<file path="src/rtl/imem_boot_sequencer_pkg.sv">
// imem_boot_pkg
// Shared definitions for the instruction-memory boot sequencer:
//   - boot_state_e : FSM state encoding (IDLE=0, CLEAR=1, LOAD=2, SETTLE=3, RUN=4)
//   - DELAY_W      : width of the clear/settle delay counter
//   - len_is_valid : load-length validation helper
package imem_boot_pkg;

  typedef enum logic [2:0] {
    ST_IDLE   = 3'd0,
    ST_CLEAR  = 3'd1,
    ST_LOAD   = 3'd2,
    ST_SETTLE = 3'd3,
    ST_RUN    = 3'd4
  } boot_state_e;

  localparam int DELAY_W = 8;

  // A load must contain at least one word and must fit between the start
  // address and the top of memory, so write addresses can never wrap.
  function automatic logic len_is_valid(input int unsigned len,
                                        input int unsigned max_len);
    return (len != 0) && (len <= max_len);
  endfunction

endpackage

</file>
<file path="src/rtl/imem_boot_sequencer_delay.sv">
// boot_delay_counter
// Loadable down-counter used to time the memory-clear pulse and the
// post-load settle window.
// Ports:
//   clock      : rising-edge clock
//   reset      : synchronous active-low reset
//   load       : load load_value into the counter
//   load_value : value to load (cycles remaining minus one)
//   dec        : decrement by one (ignored while load is high)
//   zero       : counter currently holds zero
module boot_delay_counter
  import imem_boot_pkg::*;
(
  input  logic               clock,
  input  logic               reset,
  input  logic               load,
  input  logic [DELAY_W-1:0] load_value,
  input  logic               dec,
  output logic               zero
);

  logic [DELAY_W-1:0] count_q;
  logic [DELAY_W-1:0] count_d;

  // Load has priority; decrement saturates at zero.
  always_comb begin
    count_d = count_q;
    if (load) begin
      count_d = load_value;
    end else if (dec && (count_q != '0)) begin
      count_d = count_q - DELAY_W'(1);
    end
  end

  always_ff @(posedge clock) begin
    if (!reset) begin
      count_q <= '0;
    end else begin
      count_q <= count_d;
    end
  end

  assign zero = (count_q == '0);

endmodule

</file>
<file path="src/rtl/imem_boot_sequencer.sv">
// imem_boot_sequencer
// Loads a program from a valid/ready host stream into the instruction memory
// and sequences the core reset around the load: clear memory, write words to
// consecutive addresses, hold reset for a settle window, then release.
// Ports:
//   clock, reset            : clock and synchronous active-low reset
//   load_req, load_len      : request a (re)load of load_len words
//   load_abort              : abort a load in progress (CLEAR/LOAD)
//   s_valid, s_data, s_ready: host word stream
//   imem_clear              : instruction-memory clear pulse
//   imem_we/addr/wdata      : instruction-memory write port
//   core_reset              : active-high pipeline reset
//   busy, done, error       : status (error is sticky until a valid load)
module imem_boot_sequencer
  import imem_boot_pkg::*;
#(
  parameter int ADDR_W        = 10,
  parameter int DATA_W        = 32,
  parameter int START_ADDR    = 0,
  parameter int CLEAR_CYCLES  = 1,
  parameter int SETTLE_CYCLES = 2
) (
  input  logic              clock,
  input  logic              reset,
  input  logic              load_req,
  input  logic [ADDR_W:0]   load_len,
  input  logic              load_abort,
  input  logic              s_valid,
  input  logic [DATA_W-1:0] s_data,
  output logic              s_ready,
  output logic              imem_clear,
  output logic              imem_we,
  output logic [ADDR_W-1:0] imem_addr,
  output logic [DATA_W-1:0] imem_wdata,
  output logic              core_reset,
  output logic              busy,
  output logic              done,
  output logic              error
);

  localparam int unsigned MAX_LEN = (1 << ADDR_W) - START_ADDR;

  boot_state_e       state_q, state_d;
  logic [ADDR_W:0]   counter_q, counter_d;
  logic [ADDR_W:0]   length_q, length_d;
  logic [ADDR_W:0]   counter_inc;
  logic              error_q, error_d;
  logic              imem_clear_q, imem_clear_d;
  logic              imem_we_q, imem_we_d;
  logic [ADDR_W-1:0] imem_addr_q, imem_addr_d;
  logic [DATA_W-1:0] imem_wdata_q, imem_wdata_d;
  logic              core_reset_q, core_reset_d;
  logic              busy_q, busy_d;
  logic              done_q, done_d;

  logic               dly_load;
  logic [DELAY_W-1:0] dly_value;
  logic               dly_dec;
  logic               dly_zero;

  boot_delay_counter u_delay (
    .clock      (clock),
    .reset      (reset),
    .load       (dly_load),
    .load_value (dly_value),
    .dec        (dly_dec),
    .zero       (dly_zero)
  );

  assign counter_inc = counter_q + (ADDR_W+1)'(1);

  // Next-state logic. Every registered output is derived from the next
  // state (or the transfer in flight) so it changes on the same edge as
  // the state itself. The delay counter is loaded with N-1 on entry so the
  // state lasts exactly N cycles.
  always_comb begin
    state_d      = state_q;
    counter_d    = counter_q;
    length_d     = length_q;
    error_d      = error_q;
    imem_we_d    = 1'b0;
    imem_addr_d  = imem_addr_q;
    imem_wdata_d = imem_wdata_q;
    dly_load     = 1'b0;
    dly_value    = '0;
    dly_dec      = 1'b0;

    case (state_q)
      ST_IDLE, ST_RUN: begin
        if (load_req) begin
          if (len_is_valid(32'(load_len), MAX_LEN)) begin
            error_d   = 1'b0;
            length_d  = load_len;
            counter_d = '0;
            state_d   = ST_CLEAR;
            dly_load  = 1'b1;
            dly_value = DELAY_W'(CLEAR_CYCLES - 1);
          end else begin
            error_d = 1'b1;
            state_d = ST_IDLE;
          end
        end
      end
      ST_CLEAR: begin
        if (load_abort) begin
          error_d = 1'b1;
          state_d = ST_IDLE;
        end else if (dly_zero) begin
          state_d = ST_LOAD;
        end else begin
          dly_dec = 1'b1;
        end
      end
      ST_LOAD: begin
        // Abort wins over a transfer in the same cycle; that word is dropped.
        if (load_abort) begin
          error_d = 1'b1;
          state_d = ST_IDLE;
        end else if (s_valid) begin
          imem_we_d    = 1'b1;
          imem_addr_d  = ADDR_W'(START_ADDR + int'(counter_q));
          imem_wdata_d = s_data;
          counter_d    = counter_inc;
          if (counter_inc == length_q) begin
            state_d   = ST_SETTLE;
            dly_load  = 1'b1;
            dly_value = DELAY_W'(SETTLE_CYCLES - 1);
          end
        end
      end
      ST_SETTLE: begin
        if (dly_zero) begin
          state_d = ST_RUN;
        end else begin
          dly_dec = 1'b1;
        end
      end
      default: state_d = ST_IDLE;
    endcase

    imem_clear_d = (state_d == ST_CLEAR);
    core_reset_d = (state_d != ST_RUN);
    done_d       = (state_d == ST_RUN);
    busy_d       = (state_d == ST_CLEAR) || (state_d == ST_LOAD) ||
                   (state_d == ST_SETTLE);
  end

  // State and registered outputs; reset parks the core in reset with all
  // other outputs low. Memory contents are not touched by reset.
  always_ff @(posedge clock) begin
    if (!reset) begin
      state_q      <= ST_IDLE;
      counter_q    <= '0;
      length_q     <= '0;
      error_q      <= 1'b0;
      imem_clear_q <= 1'b0;
      imem_we_q    <= 1'b0;
      imem_addr_q  <= '0;
      imem_wdata_q <= '0;
      core_reset_q <= 1'b1;
      busy_q       <= 1'b0;
      done_q       <= 1'b0;
    end else begin
      state_q      <= state_d;
      counter_q    <= counter_d;
      length_q     <= length_d;
      error_q      <= error_d;
      imem_clear_q <= imem_clear_d;
      imem_we_q    <= imem_we_d;
      imem_addr_q  <= imem_addr_d;
      imem_wdata_q <= imem_wdata_d;
      core_reset_q <= core_reset_d;
      busy_q       <= busy_d;
      done_q       <= done_d;
    end
  end

  assign s_ready    = (state_q == ST_LOAD);
  assign imem_clear = imem_clear_q;
  assign imem_we    = imem_we_q;
  assign imem_addr  = imem_addr_q;
  assign imem_wdata = imem_wdata_q;
  assign core_reset = core_reset_q;
  assign busy       = busy_q;
  assign done       = done_q;
  assign error      = error_q;

endmodule

</file>
<file path="config.mk">
export PLATFORM = sky130hd
export DESIGN_NAME = imem_boot_sequencer
export DESIGN_NICKNAME = d
export VERILOG_FILES = /design/src/rtl/imem_boot_sequencer_pkg.sv /design/src/rtl/imem_boot_sequencer_delay.sv /design/src/rtl/imem_boot_sequencer.sv
export SDC_FILE = /design/constraint.sdc
export NUM_CORES = 1
export LEC_CHECK = 0
export CAP_MARGIN = 20
export CORE_ASPECT_RATIO = 1.25
export CORE_MARGIN = 4
export CORE_UTILIZATION = 43
export DETAILED_ROUTE_END_ITERATION = 8
export PLACE_DENSITY = 0.86
export SLEW_MARGIN = 20
export SYNTH_ARGS = -nofsm -noshare
export SYNTH_HDL_FRONTEND = slang
export SYNTH_SLANG_ARGS = --single-unit
</file>
<file path="constraint.sdc">
create_clock -name clock -period 2.47 [get_ports clock]
set_input_delay 0.494 -clock clock [delete_from_list [all_inputs] [get_ports clock]]
set_output_delay 0.494 -clock clock [all_outputs]
set_load 0.05 [all_outputs]
</file>
==> impl_metrics.env, run 1 <==
export IMPL_status="finished, final reports clean"
export IMPL_final_cell_area_um2=4852
export IMPL_grt_pass1_vias=3263
export IMPL_slew_limit_headroom_pct=55.58
export IMPL_final_cell_count_no_fill=635
export IMPL_layout_nets=587
export IMPL_cts_htree_levels=3
export IMPL_die_y_um=109.2
export IMPL_synth_cells=434
export IMPL_cts_hold_buf=0
export IMPL_worst_setup_path_end_kind="flop"
export IMPL_dp_cells=620
export IMPL_r2r_start="counter_q[2]"
export IMPL_synth_nets=485
export IMPL_port_buffer_count=96
export IMPL_clk_path_buf_depth=2
export IMPL_syn_avg_cell_area_um2=8.124
export IMPL_placed_area_um2=4671
export IMPL_antenna_found_initial=0
export IMPL_fmax_mhz=437.6
export IMPL_clkPwrFrac_pct=35.5
export IMPL_finalSetupViolations=0
export IMPL_cts_root_buf="clkbuf_8"
export IMPL_ys_ff_latch=81
export IMPL_startpoint="counter_q[2]"
export IMPL_area_growth_pct=37.62
export IMPL_grt_total_usage_pct=20.35
export IMPL_powerDensity_nw_per_um2=518.4
export IMPL_leakagePower_nw=1.752
export IMPL_dp_hpwl_mm=6.916
export IMPL_path_max_fanout=9
export IMPL_final_common_cell="nand2_1"
export IMPL_final_min_clock_period_ps=2285
export IMPL_drt_wirelength_per_cell_um=14.54
export IMPL_layout_common_cells="nand2_1, clkdlybuf4s50_1, dfxtp_1"
export IMPL_cts_buffers=9
export IMPL_seq_power_share_pct=53.5
export IMPL_grt_max_degree=49
export IMPL_dieArea_um2=9721
export IMPL_clock_latency_ps=360
export IMPL_finalClockSkew_ps=14.12
export IMPL_drive_gt1_share_pct=9.259
export IMPL_synth_edf_count=0
export IMPL_num_antenna_cells=0
export IMPL_finalHoldViolations=0
export IMPL_startpoint_type="flop"
export IMPL_drtIter0Drc=262
export IMPL_synth_yosys_seq_area_share_pct=45.99
export IMPL_min_delay_start="imem_addr[5]"
export IMPL_cts_tree="done"
export IMPL_critPathRequiredTime_ps=2700
export IMPL_rows=36
export IMPL_internal_power_w=0.001909
export IMPL_routed_wl_mm=9.231
export IMPL_drcViolationCount=0
export IMPL_slew_violations=0
export IMPL_num_vias=3346
export IMPL_fp_coreArea_um2=7883
export IMPL_cts_sinks=81
export IMPL_die_x_um=88.99
export IMPL_grt_pass1_wl_mm=15.29
export IMPL_synthArstFlopShare_pct=0
export IMPL_synth_main_ff_cell="dfxtp_1"
export IMPL_pwr_share_comb_pct=11.0
export IMPL_gp_congestion=0.9080
export IMPL_min_period_over_period_pct=92.52
export IMPL_ir_drop_mv=0.3439
export IMPL_vias_per_cell=5.269
export IMPL_p_sw_w=0.0006063
export IMPL_crit_arrival_ps=2510
export IMPL_overflow=0
export IMPL_clk_pin_slew_ps=90
export IMPL_hp_class="reg -> reg"
export IMPL_cap_violations=0
export IMPL_drtAntennaViolNets=0
export IMPL_rsz0062_at_grt="no"
export IMPL_yosys_warnings=0
export IMPL_ios=97
export IMPL_cts_resized_gates=0
export IMPL_synth_cell_types=47
export IMPL_initial_core_util_pct=44.73
export IMPL_postCtsSetupRepairBufs=0
export IMPL_crit_type="reg -> reg"
export IMPL_power_share_switching_pct=24.11
export IMPL_timing_worst_slew_pin_value_ps=660.2
export IMPL_drt_pass1_iter_count=4
export IMPL_netlist_area_um2=3526
per-stage QoR:
| stage | TNS (ps) | total power [W] | hold WS, ps | setup WS [ps] | util [%] |
|---|---|---|---|---|---|
| global placement | 0 | 0.001644 | 440.7 | 0.6535 | 59.25 |
| global route | 0 | 0.002632 | 479.9 | 17.20 | 61.56 |
| floorplan | 0 | 0.001516 | 480.4 | 67.18 | - |
| detailed placement | -1000 | 0.001652 | 447.7 | -119.3 | 59.25 |
| CTS | 0 | 0.002539 | 460.3 | 206.2 | 61.56 |
| finish | 0 | 0.002515 | 456.6 | 184.8 | 61.56 |
cells in the mapped netlist, drive strengths merged (3+ instances only):
master,count,area [um^2]
a2111oi,3,45.05
or2,3,18.77
nor2,34,127.6
or3,3,18.77
o21ai,15,75.07
buf,10,55.05
xor2,6,52.55
nand4,5,31.28
a31oi,5,31.28
xnor2,13,113.9
nand2,97,364.1
nor4,7,50.05
dfxtp,81,1622
nand2b,4,25.02
nand3b,3,35.03
clkbuf,18,67.56
nor3,14,75.07
mux2i,12,120.1
inv,10,37.54
ha,3,37.54
a21oi,53,265.3
nand3,9,45.04
o21a,3,22.52
cells by family after synthesis:
family                     Yosys count  synth area share (%)
xor gates and xnor gates            19                 4.720
buffers and inverters               39                 4.791
adders and majority gates            3                 1.065
DFF                                 81                 45.99
and+or+nand+nor                    190                 24.95
AOI/OAI and AO/OA                   89                 14.76
muxes                               13                 3.726
critical path, cell delays in order (launching register included):
cell and delay, ps:
dfxtp_1 510, nand3_1 190, nor3_2 280, buf_4 190, mux2i_1 70, o211a_1 280, a2111oi_4 360, buf_4 210
nor3_1 50
power by group through the flow:
stage,combinational [W],sequential (W),clock [W]
3_5_place_dp,0.000277,0.00138,0
2_1_floorplan,0.000123,0.00139,0
4_1_cts,0.000278,0.00134,0.000917
6_report,0.000278,0.00135,0.000892
3_3_place_gp,0.000269,0.00137,0
5_1_grt,0.000302,0.00135,0.000982
metal layers:
metal | GRT usage (%) | routed length (um)
met4 | 9.787 | 217
met5 | 0 | 0
met1 | 24.30 | 3720
met3 | 6.803 | 683
met2 | 32.59 | 4609
flip-flops by register name (all words and copies together), names as in the netlist:
name	flops
imem_wdata	32
counter_q	11
length_q	11
imem_addr	10
u_delay.count_q	8
state_q	3
busy	1
core_reset	1
done	1
error	1
imem_clear	1
imem_we	1
path summary, 6_finish.rpt:
check	end	slack, ps	cells after the start
hold / removal	imem_addr[5]	460	2
hold reg to reg	imem_addr[5]	460	2
setup / recovery	u_delay.count_q[4]	180	8
setup reg to reg	u_delay.count_q[4]	180	8
area by class of cell:
class	instances	area, um^2
clock buffer	13	168.9
clock inverter	2	12.51
fill	653	3030
inverter	11	46.29
multi-input combinational	314	1740
sequential	81	1622
tap	95	118.9
timing repair buffer	119	1144
Power figures use the tool's default switching activity.
==> run 2: changes to the inputs <==
--- a/config.mk
+++ b/config.mk
@@ -9,6 +9,7 @@
 export CORE_ASPECT_RATIO = 1.25
 export CORE_MARGIN = 4
 export CORE_UTILIZATION = 43
+export CTS_CLUSTER_SIZE = 10
 export DETAILED_ROUTE_END_ITERATION = 8
 export PLACE_DENSITY = 0.86
 export SLEW_MARGIN = 20
==> results of run 2 <==
Final layout, timing and power as in run 1 (identical DEF).
==> run 3: changes to the inputs <==
--- a/config.mk
+++ b/config.mk
@@ -12,6 +12,7 @@
 export CTS_CLUSTER_SIZE = 10
 export DETAILED_ROUTE_END_ITERATION = 8
 export PLACE_DENSITY = 0.86
+export SKIP_CTS_REPAIR_TIMING = 1
 export SLEW_MARGIN = 20
 export SYNTH_ARGS = -nofsm -noshare
 export SYNTH_HDL_FRONTEND = slang
==> results of run 3 <==
Final layout, timing and power as in run 1 (identical DEF).
